--- config.mk ---
export PLATFORM = sky130hd
export DESIGN_NAME = clk_period_meter_flat
export DESIGN_NICKNAME = d
export VERILOG_FILES = /design/src/rtl/clk_period_meter_pkg.sv /design/src/rtl/clk_period_meter_if.sv /design/src/rtl/clk_period_meter_sync_edge_detect.sv /design/src/rtl/clk_period_meter.sv /design/src/flat_wrapper.sv
export SDC_FILE = /design/constraint.sdc
export NUM_CORES = 1
export LEC_CHECK = 0
export ABC_CLOCK_PERIOD_IN_PS = 2400
export CAP_MARGIN = 20
export CORE_MARGIN = 4
export CORE_UTILIZATION = 34
export CTS_BUF_LIST = sky130_fd_sc_hd__clkbuf_4 sky130_fd_sc_hd__clkbuf_8
export DETAILED_ROUTE_END_ITERATION = 12
export GPL_TIMING_DRIVEN = 0
export PLACE_DENSITY = 0.57
export SLEW_MARGIN = 40
export SYNTH_ARGS = -nofsm -noshare
export SYNTH_HDL_FRONTEND = slang
export SYNTH_SLANG_ARGS = --single-unit
--- constraint.sdc ---
create_clock -name clk_in -period 2.4 [get_ports clk_in]
set_input_delay 0.24 -clock clk_in [delete_from_list [all_inputs] [get_ports clk_in]]
set_output_delay 0.24 -clock clk_in [all_outputs]
set_load 0.02 [all_outputs]
--- src/rtl/clk_period_meter_pkg.sv ---
// Shared types and defaults for the clock period meter.
package clk_period_meter_pkg;

    localparam int unsigned CNT_W_DEF       = 16;
    localparam int unsigned SYNC_STAGES_DEF = 2;

    typedef enum logic [1:0] {
        ST_IDLE    = 2'd0,
        ST_ARM     = 2'd1,
        ST_MEASURE = 2'd2
    } meter_state_e;

endpackage

--- src/rtl/clk_period_meter_if.sv ---
// Result bus of the clock period meter: producer drives, monitors consume.
interface clk_period_meter_if #(
    parameter int unsigned CNT_W = clk_period_meter_pkg::CNT_W_DEF
);
    logic [CNT_W-1:0] period;
    logic [CNT_W-1:0] high_time;
    logic             valid;
    logic             timeout;
    logic             meas_level;

    modport master (output period, high_time, valid, timeout, meas_level);
    modport slave  (input  period, high_time, valid, timeout, meas_level);
endinterface

--- src/rtl/clk_period_meter_sync_edge_detect.sv ---
// Multi-flop synchronizer for an asynchronous level plus rise/fall detection.
module sync_edge_detect #(
    parameter int unsigned SYNC_STAGES = 2
) (
    input  logic clk_in,
    input  logic rst_n,
    input  logic async_in,
    output logic level,
    output logic rise,
    output logic fall
);
    logic [SYNC_STAGES-1:0] sync_q;
    logic                   level_d;

    always_ff @(posedge clk_in or negedge rst_n) begin
        if (!rst_n) begin
            sync_q  <= '0;
            level_d <= 1'b0;
        end else begin
            sync_q  <= {sync_q[SYNC_STAGES-2:0], async_in};
            level_d <= sync_q[SYNC_STAGES-1];
        end
    end

    // Edges come from one bit of history, so rise and fall are mutually exclusive.
    assign level = sync_q[SYNC_STAGES-1];
    assign rise  = level & ~level_d;
    assign fall  = ~level & level_d;
endmodule

--- src/rtl/clk_period_meter.sv ---
// Measures period and high time of a slow asynchronous clock in clk_in cycles.
module clk_period_meter
    import clk_period_meter_pkg::*;
#(
    parameter int unsigned CNT_W       = CNT_W_DEF,
    parameter int unsigned SYNC_STAGES = SYNC_STAGES_DEF
) (
    input  logic                clk_in,
    input  logic                rst_n,
    input  logic                en,
    input  logic                meas_clk,
    clk_period_meter_if.master  res
);
    localparam logic [CNT_W-1:0] CNT_MAX = '1;

    meter_state_e     state, state_nxt;
    logic             level, rise, fall;
    logic [CNT_W-1:0] cnt, hi_cap;
    logic             hi_seen;
    logic [CNT_W-1:0] period_q, high_time_q;
    logic             valid_q, timeout_q;

    sync_edge_detect #(.SYNC_STAGES(SYNC_STAGES)) u_sync (
        .clk_in   (clk_in),
        .rst_n    (rst_n),
        .async_in (meas_clk),
        .level    (level),
        .rise     (rise),
        .fall     (fall)
    );

    always_ff @(posedge clk_in or negedge rst_n) begin
        if (!rst_n) state <= ST_IDLE;
        else        state <= state_nxt;
    end

    // Disable dominates; saturation without a rise drops back to re-arm.
    always_comb begin
        state_nxt = state;
        if (!en) begin
            state_nxt = ST_IDLE;
        end else begin
            case (state)
                ST_IDLE:    state_nxt = ST_ARM;
                ST_ARM:     if (rise) state_nxt = ST_MEASURE;
                ST_MEASURE: if (!rise && (cnt == CNT_MAX)) state_nxt = ST_ARM;
                default:    state_nxt = ST_IDLE;
            endcase
        end
    end

    always_ff @(posedge clk_in or negedge rst_n) begin
        if (!rst_n) begin
            cnt         <= '0;
            hi_cap      <= '0;
            hi_seen     <= 1'b0;
            period_q    <= '0;
            high_time_q <= '0;
            valid_q     <= 1'b0;
            timeout_q   <= 1'b0;
        end else begin
            valid_q <= 1'b0;
            case (state)
                ST_IDLE: cnt <= '0;
                ST_ARM: begin
                    if (en && rise) begin
                        cnt     <= CNT_W'(1);
                        hi_seen <= 1'b0;
                    end
                end
                ST_MEASURE: begin
                    if (en && rise) begin
                        period_q    <= cnt;
                        high_time_q <= hi_seen ? hi_cap : '0;
                        valid_q     <= 1'b1;
                        timeout_q   <= 1'b0;
                        cnt         <= CNT_W'(1);
                        hi_seen     <= 1'b0;
                    end else if (en) begin
                        if (fall) begin
                            hi_cap  <= cnt;
                            hi_seen <= 1'b1;
                        end
                        if (cnt == CNT_MAX) timeout_q <= 1'b1;
                        else                cnt       <= cnt + CNT_W'(1);
                    end
                end
                default: cnt <= '0;
            endcase
        end
    end

    assign res.period     = period_q;
    assign res.high_time  = high_time_q;
    assign res.valid      = valid_q;
    assign res.timeout    = timeout_q;
    assign res.meas_level = level;
endmodule

--- src/flat_wrapper.sv ---
// flat-port wrapper written by rule: the top's interface ports become plain ports
module clk_period_meter_flat import clk_period_meter_pkg::*;
#(
    parameter int unsigned CNT_W       = CNT_W_DEF,
    parameter int unsigned SYNC_STAGES = SYNC_STAGES_DEF
)
  (clk_in, rst_n, en, meas_clk, res_period, res_high_time, res_valid, res_timeout, res_meas_level);
  clk_period_meter_if #(.CNT_W(CNT_W)) res_i ();
  input  logic clk_in;
  input  logic rst_n;
  input  logic en;
  input  logic meas_clk;
  output wire logic [$bits(res_i.period)-1:0] res_period;
  output wire logic [$bits(res_i.high_time)-1:0] res_high_time;
  output wire logic [$bits(res_i.valid)-1:0] res_valid;
  output wire logic [$bits(res_i.timeout)-1:0] res_timeout;
  output wire logic [$bits(res_i.meas_level)-1:0] res_meas_level;
  assign res_period = res_i.period;
  assign res_high_time = res_i.high_time;
  assign res_valid = res_i.valid;
  assign res_timeout = res_i.timeout;
  assign res_meas_level = res_i.meas_level;
  clk_period_meter #(.CNT_W(CNT_W), .SYNC_STAGES(SYNC_STAGES)) u_core (.clk_in(clk_in), .rst_n(rst_n), .en(en), .meas_clk(meas_clk), .res(res_i));
endmodule
==> impl_results.md, run 1 <==
- Outcome: finished clean
- CP startpoint: u_core.state[0]$_DFFE_PN0P_
- WHS: 0.326 ns
- Post-synth net total: 302
- RSZ-0062 raised after global routing: no
- DR WL/cell: 15.1 um
- Nets: 353
- Port bufs: 38
- Worst hold path depth: 1
- H-tree level count: 3
- Initial antenna violation count: 0
- Final setup fails: 0
- Dpl hpwl: 4830 um
- Max stage delay on crit path: 0.40 ns
- Internal power: 0.00172 W
- Avg Inst Size Synth: 10.8 sq um
- Clock sink total: 72
- Post-CTS setup buffer count: 0
- Area of the core: 0.00889 sq mm
- Slowest cell on the critical path: dfrtp_1
- Worst slew pin tran: 0.610 ns
- Tot GR Track Use: 13.3%
- Number of remaining DRC errors: 0
- WP data required: 2.63 ns
- Leakage: 1.83 nW
- Post-synthesis instance total: 293
- Die Height: 105 um
- Area share of the largest cell type after synthesis: 56.9%
- CTS Buf Count: 9
- Final critical-path required period: 2.24 ns
- R2R Path Start: u_core.state[0]$_DFFE_PN0P_
- Fill cell count: 856
- Post-synthesis cell type count: 37
- PD cells: 588 mW/mm^2
- Post-DRT Antenna Nets: 0
- Clock share of power: 38.4%
- R2R cell count: 8
- Ratio of cells with drive above 1 in the final layout: 18.7%
- CP Max Fanout: 10
- Setup WS pre-CTS: 0.119 ns
- GPL Wtd Cong: 0.818
- Yosys reg bits: 72
- Worst Hold Launch: meas_clk
- CTS tree: yes
- Routed vias/inst: 5.16
- Root Driver: clkbuf_8
- Commonest cells post-synth: 72 x dfrtp_1, 46 x nand2_1, 30 x mux2_2
- Number of enable flip-flop cells after synthesis: 0
- Die Footprint: 0.0109 sq mm
- Post-synthesis cell area: 0.00317 sq mm
- CP cell instances: inv_1 > ha_1 > buf_2 > and2_1 > clkbuf_1 > nand2_1 > buf_2 > mux2_2
- Die X: 105 um
- Worst-Skew Late Latency: 0.34 ns
- Clk_skew: 0.0103 ns
- Final hold vios: 0
- Top FF cell, synth: dfrtp_1
- Remaining global-route overflow: 0
- Worst setup SP type: register
- Crit. End Element: register
- Most frequent cell after synthesis: dfrtp_1
- FFs w/ async S/R, synth: 100%
- First-pass GRT wire length: 11800 um
- Initial Util: 35.6%
- Hold Crit Class: in2reg
- Net Sw Power: 0.000574 W
- Setup CP Type: reg2reg
- Worst VDD drop: 0.287 mV
- Clock Path Buffers: 2
- Power, Total: 0.00229 W
- Initial DRC count: 93
- Fin crit share: 93.2%
- Gate power share: 7.6%
- Worst Path Arrival: 2.47 ns
- Num ports: 39
- Vias in the first global route: 2313
- Sequential-to-total area share from yosys stat: 56.9%
- CP top delay family: buffers and inverters
- Site Rows: 34
- Worst relative slew slack: 59.0%
- Sw Share: 25.0%
- DR vias: 2355
- Final WL: 6900 um
- Reg power frac: 54.0%
- Area delta synth->final: 23.1%
- Largest net degree at the start of global routing: 41
- Setup TNS Final: 0 ns
- Largest cells by area after synthesis: dfrtp_1 57%, mux2_2 11%, nand2_1 5.5%
- Diode count: 0
- Most common cell on crit path: buf_2
- Worst setup margin: 0.163 ns
- Largest area contributor in the netlist: dfrtp_1
- Final Max Slew Viols: 0
- Reg clk slew, reported paths: 0.08 ns
- Maxcap violations: 0
- Fmax: 447 MHz
- Yosys warns: 0
- DR pass1 iterations: 4
- Buf/Inv on CP: 4
- CP Depth: 8
==> cells in the final DEF (no fill, tap or decap), drive strengths merged, types with 2 or more instances in the layout <==
cell           Yosys  routed
dfrtp             72      72
nand2             47      47
clkdlybuf4s50      0      37
mux2              30      30
nand3             24      24
o21ai             22      22
nor2              19      19
clkbuf             6      19
buf               11      13
nand4              8       8
o31ai              8       8
a21oi              7       7
a31oi              7       7
nor2b              5       5
ha                 5       5
inv                4       4
clkinvlp           0       2
==> final timing paths <==
kind	slack (ns)	end
setup / recovery	0.16	u_core.hi_cap[13]$_DFFE_PN0P_
hold / removal	0.33	u_core.u_sync.sync_q[0]$_DFF_PN0_
setup reg to reg	0.16	u_core.hi_cap[13]$_DFFE_PN0P_
hold reg to reg	0.35	u_core.u_sync.sync_q[1]$_DFF_PN0_
max in group asynchronous	1.53	u_core.cnt[5]$_DFFE_PN0P_
min in group asynchronous	0.35	u_core.res.high_time[12]$_DFFE_PN0P_
==> layer usage <==
metal / up-vias / wire [um] / GRT usage [%] / part of all wire, %
met3: 10 / 263 / 2.98 / 3.8
met2: 48 / 3090 / 20.3 / 45
met4: 0 / 111 / 4.84 / 1.6
met5: - / 0 / 0 / 0
met1: 1159 / 3440 / 18.7 / 50
li1: 1138 / - / - / -
==> repair_timing <==
action / CTS / global route
hold buffers: 1 / 0
gates resized for setup: 0 / 3
endpoints found under the setup margin: 0 / 14
endpoints found under the hold margin: 32 / 0
==> state kept, by name, indices dropped and copies added (netlist names) <==
| signal | flops |
|---|---|
| u_core.hi_cap | 16 |
| u_core.res.high_time | 16 |
| u_core.state | 2 |
| u_core.res.valid | 1 |
| u_core.res.timeout | 1 |
| u_core.u_sync.level_d | 1 |
| u_core.hi_seen | 1 |
| u_core.u_sync.sync_q | 2 |
| u_core.cnt | 16 |
| u_core.res.period | 16 |
==> cells by family (layout without fill, tap and decap cells) <==
kind of cell	after synthesis	after routing	synth area share, %
adders and majority gates	5	5	1.98
muxes	31	31	11.0
AOI/OAI and AO/OA	51	51	10.4
DFF	72	72	56.9
and+or+nand+nor	112	112	16.5
buffers and inverters	22	77	3.24
==> layout make-up <==
type,count,area [sq um],area share [%]
inverters,5,22.5,0.578
clock inverters,2,16.3,0.417
repair buffers,40,412,10.6
flip-flops and latches,72,1800,46.2
clock buffers,13,160,4.11
multi-input cells,199,1270,32.5
well taps,108,135,3.47
plain buffers,17,83.8,2.15
==> power groups by stage <==
| stage | Combinational (W) | Clock (W) | Sequential (W) |
|---|---|---|---|
| 6_report | 0.000173 | 0.000881 | 0.00124 |
| 4_1_cts | 0.000177 | 0.000898 | 0.00124 |
| 5_1_grt | 0.000200 | 0.000954 | 0.00124 |
| 3_3_place_gp | 0.000169 | 0 | 0.00126 |
| 3_5_place_dp | 0.000174 | 0 | 0.00126 |
| 2_1_floorplan | 0.000104 | 0 | 0.00126 |
==> stage by stage <==
step / util (%) / cell area (sq um) / instances
finish: 43.9 / 3900 / 456
global route: 43.9 / 3900 / 456
CTS: 43.8 / 3890 / 456
detailed placement: 41.7 / 3700 / 440
global placement: 41.4 / 3680 / 439
floorplan: - / 3170 / 293
No activity file was read; power rests on OpenSTA's default activity.
==> run 2: changes to the inputs <==
--- a/config.mk
+++ b/config.mk
@@ -5,11 +5,12 @@
 export SDC_FILE = /design/constraint.sdc
 export NUM_CORES = 1
 export LEC_CHECK = 0
-export ABC_CLOCK_PERIOD_IN_PS = 2400
+export ABC_CLOCK_PERIOD_IN_PS = 2380
 export CAP_MARGIN = 20
 export CORE_MARGIN = 4
 export CORE_UTILIZATION = 34
 export CTS_BUF_LIST = sky130_fd_sc_hd__clkbuf_4 sky130_fd_sc_hd__clkbuf_8
+export CTS_CLUSTER_SIZE = 16
 export DETAILED_ROUTE_END_ITERATION = 12
 export GPL_TIMING_DRIVEN = 0
 export PLACE_DENSITY = 0.57
==> constraint.sdc (replaced) <==
create_clock -name clk_in -period 2.38 [get_ports clk_in]
set_input_delay 0.238 -clock clk_in [delete_from_list [all_inputs] [get_ports clk_in]]
set_output_delay 0.238 -clock clk_in [all_outputs]
set_load 0.02 [all_outputs]
==> run 2 against run 1 <==
Worst setup slack better by 0.016 ns. Sequential share of layout area hardly changed. Clock power is 1% higher. Critical path depth is 1 higher. Combinational power hardly changed. Fmax is 1.6% higher. Worst hold slack worse by 0.0078 ns. Final area hardly changed. Register-to-register slack better by 0.02 ns. Flip-flop and latch count stayed put. Largest power group unchanged.
==> impl_results.md, run 2 (synthesis results as in run 1) <==
- First-pass GRT wire length: 11800 um (unchanged)
- Setup WS pre-CTS: 0.0990 ns (was 0.119 ns)
- Commonest non-fill, non-tap cell in the layout: dfrtp_1 (unchanged)
- Ratio of cells with drive above 1 in the final layout: 19.0% (was 18.7%)
- Hold path endpoint: u_core.u_sync.sync_q[0]$_DFF_PN0_ (unchanged)
- Die Footprint: 0.0109 sq mm (unchanged)
- Worst setup SP type: register (unchanged)
- DR WL/cell: 15.2 um (was 15.1 um)
- Setup TNS Final: 0 ns (unchanged)
- Reg clk slew, reported paths: 0.08 ns (about the same)
- Vias in the first global route: 2313 (unchanged)
- Root Driver: clkbuf_8 (unchanged)
- RSZ-0062 raised after global routing: no (unchanged)
- CTS Buf Count: 9 (unchanged)
- H-tree level count: 3 (unchanged)
- Placed insts: 440 (unchanged)
- Power, Total: 0.00232 W (was 0.00229 W)
- Outcome: finished clean (unchanged)
- Nets: 353 (unchanged)
- Port bufs: 38 (unchanged)
- R2R cell count: 9 (was 8)
- Worst hold path depth: 1 (unchanged)
- R2R Path Start: u_core.state[0]$_DFFE_PN0P_ (unchanged)
- Num ports: 39 (unchanged)
- Post-DRT Antenna Nets: 0 (unchanged)
- Dpl hpwl: 4830 um (unchanged)
- Number of remaining DRC errors: 0 (unchanged)
- Area delta synth->final: 23.2% (was 23.1%)
- Tot GR Track Use: 13.3% (unchanged)
- Hold Crit Class: in2reg (unchanged)
- PD cells: 594 mW/mm^2 (was 588 mW/mm^2)
- Final hold vios: 0 (unchanged)
- GPL Wtd Cong: 0.818 (unchanged)
- Largest net degree at the start of global routing: 41 (unchanged)
- Reg-to-Reg End: u_core.cnt[10]$_DFFE_PN0P_ (was u_core.hi_cap[13]$_DFFE_PN0P_)
- Design area: 0.00390 sq mm (about the same)
- Site Rows: 34 (unchanged)
- Worst-Skew Late Latency: 0.35 ns (was 0.34 ns)
- Final setup fails: 0 (unchanged)
- Final Max Slew Viols: 0 (unchanged)
- Worst relative slew slack: 59.4% (was 59.0%)
- Final Non-Filler Cells: 456 (unchanged)
- Initial DRC count: 119 (was 93)
- Die X: 105 um (unchanged)
- Post-CTS setup buffer count: 0 (unchanged)
- Clock Path Buffers: 2 (unchanged)
- Clk_skew: 0.0104 ns (was 0.0103 ns)
- Most frequent cells in the layout: 72 x dfrtp_1, 44 x nand2_1, 37 x clkdlybuf4s50_1, 30 x mux2_2, 23 x nand3_1 (was 72 x dfrtp_1, 45 x nand2_1, 37 x clkdlybuf4s50_1, 30 x mux2_2, 23 x nand3_1)
- R2R setup slack: 0.18 ns (was 0.16 ns)
- Remaining global-route overflow: 0 (unchanged)
- Area of the core: 0.00889 sq mm (unchanged)
- Diode count: 0 (unchanged)
- Initial Util: 35.6% (unchanged)
- Worst Path Arrival: 2.43 ns (was 2.47 ns)
- Die Height: 105 um (unchanged)
- Post-DP Area: 0.00370 sq mm (unchanged)
- Initial antenna violation count: 0 (unchanged)
- Leakage: 1.83 nW (about the same)
- Maxcap violations: 0 (unchanged)
- Clock sink total: 72 (unchanged)
- Worst Hold Launch: meas_clk (unchanged)
- Routed vias/inst: 5.16 (about the same)
- Final critical-path required period: 2.20 ns (was 2.24 ns)
- CP Max Fanout: 10 (unchanged)
- Worst setup margin: 0.179 ns (was 0.163 ns)
- Worst slew pin tran: 0.604 ns (was 0.610 ns)
- WP data required: 2.61 ns (was 2.63 ns)
- CTS tree: yes (unchanged)
- Crit. End Element: register (unchanged)
- DR vias: 2351 (was 2355)
- Fill cell count: 855 (was 856)
- Worst VDD drop: 0.294 mV (was 0.287 mV)
- Setup CP Type: reg2reg (unchanged)
- Fin crit share: 92.5% (was 93.2%)
- Fmax: 454 MHz (was 447 MHz)
- DR pass1 iterations: 4 (unchanged)
- Final WL: 6930 um (was 6900 um)
[run 2: where the power goes]
| group | switching (W) | total, W | internal (W) |
|---|---|---|---|
| sequential | 0.0000129 | 0.00125 | 0.00124 |
| combinational | 0.000117 | 0.000175 | 0.0000585 |
| clock | 0.000453 | 0.000892 | 0.000439 |
[run 2: area by class of cell]
type	count	area (sq um)	area share [%]
repair buffers	40	412	10.6
well taps	108	135	3.46
multi-input cells	199	1270	32.6
plain buffers	17	83.8	2.15
clock inverters	2	16.3	0.417
inverters	5	22.5	0.577
clock buffers	13	160	4.11
flip-flops and latches	72	1800	46.2
[run 2: metal layers]
metal  vias to the layer above  wire length, um  GRT usage, %
met3                        11              330          2.98
met5                         -                0             0
met4                         0              100          4.84
li1                       1138                -             -
met1                      1147             3430          18.7
met2                        55             3070          20.3
[run 2: worst max-delay path by stage]
stage,from,endpoint,depth (start not counted)
final,u_core.state[0]$_DFFE_PN0P_,u_core.cnt[10]$_DFFE_PN0P_,9
after global routing,u_core.state[0]$_DFFE_PN0P_,u_core.cnt[5]$_DFFE_PN0P_,8
after CTS,u_core.state[0]$_DFFE_PN0P_,u_core.res.high_time[0]$_DFFE_PN0P_,10
after detailed placement,u_core.state[0]$_DFFE_PN0P_,u_core.res.high_time[0]$_DFFE_PN0P_,10
after global placement,rst_n,u_core.u_sync.sync_q[0]$_DFF_PN0_,1
after floorplan,u_core.state[0]$_DFFE_PN0P_,u_core.hi_cap[10]$_DFFE_PN0P_,8
[run 2: what timing repair did]
| item | 4_1_cts | 5_1_grt |
|---|---|---|
| hold buffers | 1 | 0 |
| endpoints found under the hold margin | 32 | 0 |
| endpoints found under the setup margin | 0 | 16 |
| resized for setup | 0 | 4 |
[run 2: worst max-delay path, cell delays in order (launching register included)]
cell and delay (ns):
dfrtp_1 0.40, inv_1 0.09, ha_1 0.19, buf_2 0.17, nor2b_1 0.14, o21ai_1 0.43, o41ai_4 0.24, buf_6 0.20
o21ai_1 0.13, o31ai_1 0.09
[run 2: stage by stage]
step / hold slack, ns / utilization (%)
2_1_floorplan: -0.0576 / -
3_3_place_gp: 0.333 / 41.4
3_5_place_dp: 0.145 / 41.7
4_1_cts: 0.320 / 43.8
5_1_grt: 0.312 / 43.9
6_report: 0.318 / 43.9
